<file path="src/rtl/exp4_interface_hcsr04_pkg.sv">
// Shared state encodings, BCD width and the saturating BCD increment used by the
// HC-SR04 ranging front-end and its cm counter.
package exp4_interface_hcsr04_pkg;

    localparam int BCD_W = 12;

    localparam logic [3:0] INICIAL       = 4'h0;
    localparam logic [3:0] PREPARACAO    = 4'h1;
    localparam logic [3:0] ENVIA_TRIGGER = 4'h2;
    localparam logic [3:0] ESPERA_ECHO   = 4'h3;
    localparam logic [3:0] MEDE_ECHO     = 4'h4;
    localparam logic [3:0] ARMAZENA      = 4'h5;
    localparam logic [3:0] FINAL_MEDIDA  = 4'h6;
    localparam logic [3:0] ERRO          = 4'h7;
    localparam logic [3:0] DB_ILEGAL     = 4'hF;

    localparam logic [BCD_W-1:0] BCD_MAX = 12'h999;

    // Three-digit BCD +1 that sticks at 999 instead of rolling over.
    function automatic logic [BCD_W-1:0] bcd_inc(input logic [BCD_W-1:0] v);
        logic [BCD_W-1:0] r;
        r = v;
        if (v != BCD_MAX) begin
            if (v[3:0] != 4'd9) begin
                r[3:0] = v[3:0] + 4'd1;
            end else begin
                r[3:0] = 4'd0;
                if (v[7:4] != 4'd9) begin
                    r[7:4] = v[7:4] + 4'd1;
                end else begin
                    r[7:4]  = 4'd0;
                    r[11:8] = v[11:8] + 4'd1;
                end
            end
        end
        return r;
    endfunction

endpackage

</file>
<file path="src/rtl/exp4_interface_hcsr04_if.sv">
// Measurement request/result bundle between the control unit and the ranging front-end.
interface exp4_interface_hcsr04_if;
    import exp4_interface_hcsr04_pkg::*;

    logic             medir;
    logic             pronto;
    logic [BCD_W-1:0] medida;
    logic             timeout;

    modport master (output medir, input pronto, input medida, input timeout);
    modport slave  (input medir, output pronto, output medida, output timeout);
endinterface

</file>
<file path="src/rtl/exp4_interface_hcsr04_contador.sv">
// Three-digit BCD up counter with synchronous clear, saturating at 999.
module contador_bcd_3digitos
    import exp4_interface_hcsr04_pkg::*;
(
    input  logic             clock,
    input  logic             reset,
    input  logic             zera,
    input  logic             conta,
    output logic [BCD_W-1:0] bcd
);

    always_ff @(posedge clock or posedge reset) begin
        if (reset)      bcd <= '0;
        else if (zera)  bcd <= '0;
        else if (conta) bcd <= bcd_inc(bcd);
    end

endmodule

</file>
<file path="src/rtl/exp4_interface_hcsr04.sv">
// HC-SR04 front-end: fires the trigger pulse, times the echo and reports the
// distance in cm as three BCD digits, with a timeout fallback of 999.
module exp4_interface_hcsr04
    import exp4_interface_hcsr04_pkg::*;
#(
    parameter int TRIG_CYCLES    = 500,
    parameter int CYCLES_PER_CM  = 2941,
    parameter int TIMEOUT_CYCLES = 1_500_000
) (
    input  logic                  clock,
    input  logic                  reset,
    input  logic                  echo,
    output logic                  trigger,
    output logic [3:0]            db_estado,
    exp4_interface_hcsr04_if.slave bus
);

    localparam int TRIG_W = (TRIG_CYCLES    > 1) ? $clog2(TRIG_CYCLES)    : 1;
    localparam int TICK_W = (CYCLES_PER_CM  > 1) ? $clog2(CYCLES_PER_CM)  : 1;
    localparam int TO_W   = (TIMEOUT_CYCLES > 1) ? $clog2(TIMEOUT_CYCLES) : 1;

    localparam logic [TRIG_W-1:0] TRIG_LAST = TRIG_W'(TRIG_CYCLES - 1);
    localparam logic [TICK_W-1:0] TICK_LAST = TICK_W'(CYCLES_PER_CM - 1);
    localparam logic [TICK_W-1:0] TICK_HALF = TICK_W'(CYCLES_PER_CM / 2);
    localparam logic [TO_W-1:0]   TO_LAST   = TO_W'(TIMEOUT_CYCLES - 1);

    logic              echo_m, echo_s;
    logic [3:0]        state, next;
    logic [TRIG_W-1:0] trig_cnt;
    logic [TICK_W-1:0] tick_cnt;
    logic [TO_W-1:0]   to_cnt;
    logic [BCD_W-1:0]  bcd, medida;
    logic              timeout, to_last, tick_wrap;

    always_ff @(posedge clock or posedge reset) begin
        if (reset) begin
            echo_m <= 1'b0;
            echo_s <= 1'b0;
        end else begin
            echo_m <= echo;
            echo_s <= echo_m;
        end
    end

    assign to_last   = (to_cnt == TO_LAST);
    assign tick_wrap = (state == MEDE_ECHO) && (tick_cnt == TICK_LAST);

    // Timeout is tested before the echo level so it wins a same-cycle tie.
    always_comb begin
        next = state;
        case (state)
            INICIAL:       if (bus.medir) next = PREPARACAO;
            PREPARACAO:    next = ENVIA_TRIGGER;
            ENVIA_TRIGGER: if (trig_cnt == TRIG_LAST) next = ESPERA_ECHO;
            ESPERA_ECHO:   if (to_last) next = ERRO; else if (echo_s) next = MEDE_ECHO;
            MEDE_ECHO:     if (to_last) next = ERRO; else if (!echo_s) next = ARMAZENA;
            ARMAZENA:      next = FINAL_MEDIDA;
            ERRO:          next = FINAL_MEDIDA;
            FINAL_MEDIDA:  next = INICIAL;
            default:       next = INICIAL;
        endcase
    end

    always_ff @(posedge clock or posedge reset) begin
        if (reset) state <= INICIAL;
        else       state <= next;
    end

    always_ff @(posedge clock or posedge reset) begin
        if (reset) begin
            trig_cnt <= '0;
            tick_cnt <= '0;
            to_cnt   <= '0;
        end else if (state == PREPARACAO) begin
            trig_cnt <= '0;
            tick_cnt <= '0;
            to_cnt   <= '0;
        end else begin
            if (state == ENVIA_TRIGGER && trig_cnt != TRIG_LAST)
                trig_cnt <= trig_cnt + 1'b1;
            if (state == MEDE_ECHO)
                tick_cnt <= tick_wrap ? '0 : tick_cnt + 1'b1;
            if ((state == ESPERA_ECHO || state == MEDE_ECHO) && !to_last)
                to_cnt <= to_cnt + 1'b1;
        end
    end

    contador_bcd_3digitos u_cm (
        .clock (clock),
        .reset (reset),
        .zera  (state == PREPARACAO),
        .conta (tick_wrap),
        .bcd   (bcd)
    );

    // Residual ticks of half a centimetre or more round the result up.
    always_ff @(posedge clock or posedge reset) begin
        if (reset) begin
            medida  <= '0;
            timeout <= 1'b0;
        end else if (state == ARMAZENA) begin
            medida  <= (tick_cnt >= TICK_HALF) ? bcd_inc(bcd) : bcd;
            timeout <= 1'b0;
        end else if (state == ERRO) begin
            medida  <= BCD_MAX;
            timeout <= 1'b1;
        end
    end

    assign trigger     = (state == ENVIA_TRIGGER);
    assign bus.pronto  = (state == FINAL_MEDIDA);
    assign bus.medida  = medida;
    assign bus.timeout = timeout;
    assign db_estado   = (state <= ERRO) ? state : DB_ILEGAL;

endmodule
</file>
<file path="src/flat_wrapper.sv">
// flat-port wrapper written by rule: the top's interface ports become plain ports
module exp4_interface_hcsr04_flat import exp4_interface_hcsr04_pkg::*;
#(
    parameter int TRIG_CYCLES    = 500,
    parameter int CYCLES_PER_CM  = 2941,
    parameter int TIMEOUT_CYCLES = 1_500_000
)
  (clock, reset, echo, trigger, db_estado, bus_medir, bus_pronto, bus_medida, bus_timeout);
  exp4_interface_hcsr04_if bus_i ();
  input  logic clock;
  input  logic reset;
  input  logic echo;
  output logic trigger;
  output logic [3:0] db_estado;
  input wire logic [$bits(bus_i.medir)-1:0] bus_medir;
  output wire logic [$bits(bus_i.pronto)-1:0] bus_pronto;
  output wire logic [$bits(bus_i.medida)-1:0] bus_medida;
  output wire logic [$bits(bus_i.timeout)-1:0] bus_timeout;
  assign bus_i.medir = bus_medir;
  assign bus_pronto = bus_i.pronto;
  assign bus_medida = bus_i.medida;
  assign bus_timeout = bus_i.timeout;
  exp4_interface_hcsr04 #(.TRIG_CYCLES(TRIG_CYCLES), .CYCLES_PER_CM(CYCLES_PER_CM), .TIMEOUT_CYCLES(TIMEOUT_CYCLES)) u_core (.clock(clock), .reset(reset), .echo(echo), .trigger(trigger), .db_estado(db_estado), .bus(bus_i));
endmodule
</file>
<file path="config.mk">
export PLATFORM = sky130hd
export DESIGN_NAME = exp4_interface_hcsr04_flat
export DESIGN_NICKNAME = d
export VERILOG_FILES = /design/src/rtl/exp4_interface_hcsr04_pkg.sv /design/src/rtl/exp4_interface_hcsr04_if.sv /design/src/rtl/exp4_interface_hcsr04_contador.sv /design/src/rtl/exp4_interface_hcsr04.sv /design/src/flat_wrapper.sv
export SDC_FILE = /design/constraint.sdc
export NUM_CORES = 1
export LEC_CHECK = 0
export BUFFER_PORTS_ARGS = -buffer_cell sky130_fd_sc_hd__buf_2
export CAP_MARGIN = 40
export CORE_MARGIN = 10
export CORE_UTILIZATION = 40
export DETAILED_ROUTE_END_ITERATION = 8
export HOLD_SLACK_MARGIN = 0.03
export SYNTH_ARGS = -nofsm -noshare
export SYNTH_HDL_FRONTEND = slang
export SYNTH_HIERARCHICAL = 1
export SYNTH_SLANG_ARGS = --single-unit
</file>
<file path="constraint.sdc">
create_clock -name clock -period 2.3 [get_ports clock]
set_input_delay 0.46 -clock clock [delete_from_list [all_inputs] [get_ports clock]]
set_output_delay 0.46 -clock clock [all_outputs]
set_load 0.01 [all_outputs]
</file>
==> key figures, run 1 <==
Route
  – Initial drt markers: 263
  – First-pass iteration count of the detailed router: 4
  – Vias: between 3000 and 4000
  – Via-to-Cell Ratio: 5.49
  – DRC Markers: 0
  – Post-route ant nets: 0
  – DR WL/cell: about 15 um
  – Routed Wire Length: approximately 9.6 mm

Placement
  – Inst Count DP: a little over 600
  – DP Area: 0.00448 mm2
  – DP Worst Slack: 0.124 ns
  – Final GP Congestion: 0.819
  – DP Wirelength: between 6 and 7 mm
  – Buffers on Ports: 21

Global route
  – Vias in the first global route: 3205
  – GRT Total Usage: a little over an eighth
  – Grt met3 use: under 10%
  – Most used routing layer in global routing: met2
  – GRT overflow: 0
  – Initial antenna violation count: 0
  – M1 GR Usage: around 18%
  – Largest net degree at the start of global routing: 30
  – First-pass GRT wire length: ~16 mm
  – M2 GR Usage: 19.7%

Timing
  – Final Setup Violations: 0
  – Final WS setup: 0.0926 ns
  – Worst-Margin Slew: 0.636 ns
  – TNS Setup: 0 ns
  – Hold Slack: 0.154 ns
  – Endpoints failing hold: 0
  – Max Freq: 0.453 GHz
  – Fin crit share: 96.0%
  – Slew headroom: about 57%
  – Max Slew Vio Count: 0
  – Post-route clock skew: a little under 0.008 ns
  – Min Tclk post-route: 2.21 ns

Synth
  – Post-synth top cells: dfrtp_1 (72), nand2_1 (49), nor2_1 (36)
  – Synthesis warning total: 6
  – Cell Area, Synth: 0.00420 mm2
  – Post-synthesis async set-or-reset flop share: 100%
  – Post-synth top flop: dfrtp_1
  – Leading area contributor after synthesis: dfrtp_1
  – Mapped Avg Cell Area: approximately 9.3 um2
  – Number of synthesized flops with an enable pin: 0
  – Sequential-to-total area share from yosys stat: 42.9%
  – Syn Inst Count: 454
  – Top cells by area, synth: dfrtp_1 (43%), ha_1 (4.5%), nand2_1 (4.4%)
  – Net Count, Synth: around 470
  – Top-count cell post-synth: dfrtp_1
  – Synth top area share: 42.9%
  – Seq cells post-synth: 72
  – Synth cell types: 64

Clock network
  – CTS Sinks: 72
  – Setup Fix Bufs, Post-CTS: 0
  – H-Tree Depth: 3
  – Clock root buffer: clkbuf_8
  – Inserted Clock Buffers: 9
  – Latest clock arrival within the worst-skew pair: 0.35 ns
  – Worst-path clk slew: 0.08 ns
  – Clock Tree Buf Depth: 2
  – TritonCTS clock tree: yes

Setup path
  – Worst flop-to-flop path endpoint: u_core/to_cnt[7]$_DFFE_PP0P_
  – Maximum fanout along the worst path: 11
  – Worst EP required: 2.58 ns
  – Critical Path AT: roughly 2.5 ns
  – Crit Path Class: flop to flop
  – Worst setup EP type: flop
  – Startpoint Class: flop
  – Worst reg-to-reg setup slack: 0.09 ns
  – R2R depth: 5

Power
  – Part of the power in registers: 58.0%
  – Clk network pwr share: 40.3%
  – Power per standard cell area: about 470 mW/mm2
  – NetSw: 524 uW
  – Static Leak: approximately 2 nW
  – Comb power frac: between 1.5 and 2%
  – Total power: 2.18 mW
  – Internal power: 1.66 mW
  – Sw frac: 24.0%
  – VDD IR max: 0.261 mV

Finish
  – Final core occ: 45.3%
  – Area grow syn2layout: 10.8%
  – Register area: 0.00180 mm2
  – Combined area of the multi-input logic cells: 0.00222 mm2
  – Final Non-Filler Cells: 623
  – Antenna fix cells: 0
  – Final Cell Area: 0.00466 mm2
  – Fillers: 1055
  – Fin nets: 501
  – Layout cells sized above 1: between 10 and 15%

Floorplanning
  – Core area: 0.0103 mm2
  – Die width: ~120 um
  – Initial Utilization: 40.9%
  – Die height: roughly 120 um
  – I/O pin count: 23
  – Die Area: 0.0150 mm2
  – Row cnt: 37

Run status
  – Status: complete, no violations

Min path
  – Hold WC Path Type: input port to async pin

Flow run
  – Max Cap Violations: 0
==> logic make-up after synthesis <==
family	share of synthesized area, %
AOI/OAI and AO/OA	14.5
xor gates and xnor gates	4.79
adders and majority gates	4.47
buffers and inverters	4.47
DFF	42.9
muxes	3.16
other	0.0893
and+or+nand+nor	25.7
==> placed cells by master (no fill, tap or decap), drive strengths merged, types with 3 or more instances in the layout <==
cell | netlist | layout
nand2b | 6 | 6
nor3 | 15 | 15
dfrtp | 72 | 72
o21a | 3 | 3
ha | 15 | 15
nand2 | 49 | 49
nor3b | 3 | 3
nand4 | 13 | 13
inv | 13 | 13
or3 | 10 | 10
nor4 | 4 | 4
mux2i | 11 | 11
buf | 12 | 38
nand3 | 26 | 26
o31ai | 8 | 8
nor2 | 37 | 37
a21oi | 24 | 24
and3 | 12 | 12
nor2b | 4 | 4
or4 | 4 | 4
clkinv | 1 | 6
xor2 | 17 | 17
a31oi | 3 | 3
o21ai | 28 | 29
o211ai | 5 | 5
a22o | 4 | 4
clkbuf | 10 | 10
and4 | 5 | 5
xnor2 | 6 | 6
nand3b | 3 | 3
==> sequential cells by signal, summed over array words and instances, names as in the netlist, named ones only <==
name,flops
u_core/to_cnt,21
u_core/bus.medida,12
u_core/tick_cnt,12
u_core/u_cm/bcd,12
u_core/trig_cnt,9
u_core/state,2
u_core/bus.timeout,1
u_core/echo_m,1
u_core/echo_s,1
==> per-layer routing <==
metal,routed length [um],up-vias
li1,-,1702
met1,4800,1659
met2,4370,49
met3,307,11
met4,165,0
met5,0,-
==> worst max-delay path, cell delays in order, from the launching register on <==
cell     delay, ns
dfrtp_1       0.45
or3b_1        0.55
nand2_1       0.26
o21ai_2       0.19
or4_1         0.53
a21oi_1       0.15
==> final cells by class <==
| type | instances | area share, % |
|---|---|---|
| Tap cell | 136 | 3.65 |
| Inverter | 14 | 1.13 |
| Clock inverter | 6 | 0.779 |
| Timing Repair Buffer | 38 | 5.27 |
| Sequential cell | 72 | 38.7 |
| Clock buffer | 10 | 2.74 |
| Multi-Input combinational cell | 347 | 47.7 |
==> power by group through the flow <==
| stage | clock network, mW | registers, mW | logic [mW] |
|---|---|---|---|
| detailed placement | 0 | 1.29 | 0.0391 |
| global placement | 0 | 1.29 | 0.0384 |
| finish | 0.880 | 1.27 | 0.0369 |
| floorplan | 0 | 1.29 | 0.0225 |
| global route | 0.969 | 1.27 | 0.0436 |
| CTS | 0.909 | 1.27 | 0.0391 |
==> worst max path at each step <==
stage | startpoint | endpoint | slack, ns | depth (start not counted)
after floorplan | u_core/state[1]$_DFFE_PP0P_ | u_core/u_cm/bcd[7]$_DFFE_PP0P_ | 0.04 | 8
after global placement | u_core/to_cnt[0]$_DFFE_PP0P_ | u_core/to_cnt[1]$_DFFE_PP0P_ | 0.17 | 6
after detailed placement | u_core/to_cnt[0]$_DFFE_PP0P_ | u_core/to_cnt[1]$_DFFE_PP0P_ | 0.12 | 6
after CTS | flop | trigger | 0.11 | 3
after global routing | flop | u_core/to_cnt[7]$_DFFE_PP0P_ | -0.006 | 5
final | flop | u_core/to_cnt[7]$_DFFE_PP0P_ | 0.09 | 5
==> what timing repair did <==
action	in CTS	in global routing
resized for setup	0	1
hold buffers	0	0
endpoints found under the setup margin	0	15
Note: power is estimated with default switching activity, not from simulation.
==> run 2, diff against run 1 <==
ABC_AREA = 1   (was not set)
==> key figures, run 2 <==
Run status
  – Status: complete, no violations

Synth
  – Seq cells post-synth: 72 (unchanged)
  – Net Count, Synth: 727 (+54%)
  – Synthesis warning total: 6 (unchanged)
  – Number of synthesized flops with an enable pin: 0 (unchanged)
  – Cell Area, Synth: 0.00484 mm2 (+15%)
  – Synth top area share: 37.2% (-5.7 points)
  – Mapped Avg Cell Area: 6.84 um2 (-26%)
  – Sequential-to-total area share from yosys stat: 37.2% (-5.7 points)
  – Synth cell types: 39 (-39%)
  – Top-count cell post-synth: nand2_1
  – Post-synthesis async set-or-reset flop share: 100% (unchanged)
  – Post-synth top cells: nand2_1 (240), nor2_1 (88), inv_1 (82)
  – Syn Inst Count: 708 (+56%)
  – Leading area contributor after synthesis: dfrtp_1
  – Top cells by area, synth: dfrtp_1 (37%), nand2_1 (19%), nor2_1 (6.8%)
  – Post-synth top flop: dfrtp_1

Clock network
  – Worst-path clk slew: 0.06 ns (-0.02 ns)
  – Latest clock arrival within the worst-skew pair: 0.33 ns (-0.02 ns)
  – Clock root buffer: clkbuf_16
  – Clock Tree Buf Depth: 2 (unchanged)
  – H-Tree Depth: 3 (unchanged)
  – CTS hold repair buffers: 0 (unchanged)
  – Inserted Clock Buffers: 9 (unchanged)
  – Setup Fix Bufs, Post-CTS: 0 (unchanged)
  – TritonCTS clock tree: yes
  – CTS Sinks: 72 (unchanged)
  – Post-CTS sizing: 0 (unchanged)

Timing
  – Max Slew Vio Count: 0 (unchanged)
  – TNS Setup: 0 ns (unchanged)
  – Min Tclk post-route: 1.96 ns (-0.249 ns)
  – Max Freq: 0.511 GHz (+13%)
  – Post-route clock skew: 0.00925 ns (+0.00136 ns)
  – Fin crit share: 85.1% (-11 points)
  – Unrepaired setup endpoints after global routing: no
  – Final WS setup: 0.342 ns (+0.249 ns)
  – Endpoints failing hold: 0 (unchanged)
  – Final Setup Violations: 0 (unchanged)

Setup path
  – Largest delay share family, worst path: simple AND/OR/NAND/NOR gates
  – Worst EP required: 2.51 ns (-0.07 ns)
  – Crit Path Class: flop to flop
  – R2R depth: 8 (+3)
  – Worst flop-to-flop path endpoint: u_core/to_cnt[5]$_DFFE_PP0P_
  – Worst reg-to-reg setup slack: 0.34 ns (+0.25 ns)
  – Critical Path Slowest Stage Cell: dfrtp_1
  – CP startpoint: u_core/to_cnt[0]$_DFFE_PP0P_
  – Critical Path End: u_core/to_cnt[5]$_DFFE_PP0P_
  – Buffers plus inverters on the worst setup path: 1 (+1)
  – Maximum fanout along the worst path: 11 (unchanged)
  – Crit-path max cell delay: 0.40 ns (-0.15 ns)
  – Worst setup EP type: flop
  – Startpoint Class: flop
  – Critical path, cell by cell: ha_1, nand3_2, nor3_2, nand3_2, nand2_2, inv_1, nand3_1, o21ai_2
  – Launch point of the worst reg-to-reg path: u_core/to_cnt[0]$_DFFE_PP0P_
  – Critical Path Most Common Cell: nand3_2
  – Critical Path AT: 2.17 ns (-0.32 ns)
  – Critical path depth in cells: 8 (+3)

Floorplanning
  – Die width: 130 um (+6.1%)
  – Initial Utilization: 40.6% (-0.24 points)
  – Die height: 130 um (+6.1%)
  – Die Area: 0.0169 mm2 (+13%)
  – Row cnt: 40 (+8.1%)
  – I/O pin count: 23 (unchanged)
  – Core area: 0.0119 mm2 (+16%)

Global route
  – Vias in the first global route: 4196 (+31%)
  – First-pass GRT wire length: 19.7 mm (+24%)
  – Initial antenna violation count: 0 (unchanged)
  – GRT Total Usage: 14.3% (+1.2 points)
  – GRT overflow: 0 (unchanged)
  – Largest net degree at the start of global routing: 42 (+40%)

Power
  – Power per standard cell area: 474 mW/mm2 (+1.2%)
  – Internal power: 2.02 mW (+22%)
  – NetSw: 542 uW (+3.3%)
  – Part of the power in registers: 49.6% (-8.4 points)
  – Sw frac: 21.1% (-2.9 points)
  – Static Leak: 2.70 nW (+32%)
  – Comb power frac: 1.3% (-0.4 points)
  – VDD IR max: 0.345 mV (+32%)
  – Clk network pwr share: 49.1% (+8.8 points)

Route
  – Initial drt markers: 319 (+21%)
  – DR WL/cell: 12.8 um (-17%)
  – Routed wl met3: 404 um (+32%)
  – WL met1: 5.34 mm (+11%)
  – Routed Wire Length: 11.3 mm (+18%)
  – Via-to-Cell Ratio: 5.01 (-8.7%)
  – DR top layer: met4
  – Post-route ant nets: 0 (unchanged)
  – First-pass iteration count of the detailed router: 4 (unchanged)
  – Vias: 4451 (+30%)
  – DRC Markers: 0 (unchanged)
  – WL met2: 5.44 mm (+25%)

Placement
  – DP Worst Slack: 0.313 ns (+0.189 ns)
  – DP Wirelength: 8.44 mm (+24%)
  – Final GP Congestion: 0.867 (+5.9%)
  – Buffers on Ports: 21 (unchanged)

Finish
  – Most flop-heavy register: u_core/to_cnt
  – Fin nets: 757 (+51%)
  – Commonest non-fill, non-tap cell in the layout: nand2_1
  – Area grow syn2layout: 11.5%
  – Antenna fix cells: 0 (unchanged)
  – Layout cells sized above 1: 11.1% (-2.7 points)
  – Most frequent cells in the layout: nand2_1 (240), nor2_1 (88), inv_1 (81), dfrtp_1 (72), nand3_1 (53)
  – Number of flip-flops under the largest register name: 21 (unchanged)

Flow run
  – Max Cap Violations: 0 (unchanged)

Min path
  – Hold WC Path Type: input port to async pin
-- run 2: cell count changes after synthesis, moves of 9 or more --
cell / previous run / this run
clkbuf_1: 10 / 0
nand2_1: 49 / 240
nand3_1: 26 / 53
a21oi_1: 24 / 9
inv_1: 13 / 82
and3_1: 12 / 0
mux2i_1: 11 / 0
nor2_1: 36 / 88
or3_1: 9 / 0
-- run 2: power by group through the flow --
| stage | logic, mW | clock network (mW) | registers, mW |
|---|---|---|---|
| floorplan | 0.0212 | 0 | 1.29 |
| global placement | 0.0355 | 0 | 1.29 |
| detailed placement | 0.0366 | 0 | 1.29 |
| CTS | 0.0365 | 1.30 | 1.27 |
| global route | 0.0399 | 1.36 | 1.27 |
| finish | 0.0334 | 1.26 | 1.27 |
-- run 2: worst reg2reg max path, cell delays in order, from the launching register on --
cell,delay (ns)
dfrtp_1,0.40
ha_1,0.34
nand3_2,0.22
nor3_2,0.22
nand3_2,0.15
nand2_2,0.11
inv_1,0.19
nand3_1,0.15
o21ai_2,0.07
-- run 2: worst min path at each step --
stage	end	slack [ns]	cells after the start	start
6_report	u_core/u_cm/bcd[9]$_DFFE_PP0P_	0.15	2	reset
5_1_grt	u_core/trig_cnt[5]$_DFFE_PP0P_	0.17	2	reset
4_1_cts	u_core/trig_cnt[5]$_DFFE_PP0P_	0.17	2	reset
3_5_place_dp	u_core/echo_s$_DFF_PP0_	0.35	0	u_core/echo_m$_DFF_PP0_
3_3_place_gp	u_core/echo_s$_DFF_PP0_	0.33	0	u_core/echo_m$_DFF_PP0_
2_1_floorplan	u_core/u_cm/bcd[0]$_DFFE_PP0P_	0.32	1	reset
-- run 2: through the flow --
step	area, um2	total power [mW]	util, %	hold WS (ns)	cells
floorplan	4840	1.31	-	0.325	708
global placement	5140	1.33	43.1	0.332	874
detailed placement	5140	1.33	43.1	0.348	874
CTS	5400	2.61	45.3	0.165	888
global route	5400	2.67	45.3	0.173	888
finish	5400	2.56	45.3	0.148	888
-- run 2: kinds of logic after synthesis --
kind of cell	count (synthesis)	share of synthesized area (%)
AO/OA/AOI/OAI	54	6.31
XOR/XNOR	20	3.62
adder cells (fa/ha/maj)	15	3.88
buffers and inverters	97	8.27
flip-flops	72	37.2
other	1	0.0775
AND/OR/NAND/NOR	449	40.6
-- run 2: area by class of cell --
type / instances / area (um2)
multi-input combinational: 539 / 2640
tap: 147 / 184
clock inverter: 3 / 20.0
inverter: 87 / 334
sequential: 72 / 1800
fill: 1232 / 6510
clock buffer: 11 / 243
timing repair buffer: 29 / 178
-- run 2: per-layer routing --
| layer | GRT usage [%] | vias to the layer above |
|---|---|---|
| met5 | 0 | - |
| met4 | 4.76 | 0 |
| met3 | 3.16 | 15 |
| met2 | 24.6 | 74 |
| met1 | 17.4 | 2059 |
| li1 | - | 2303 |
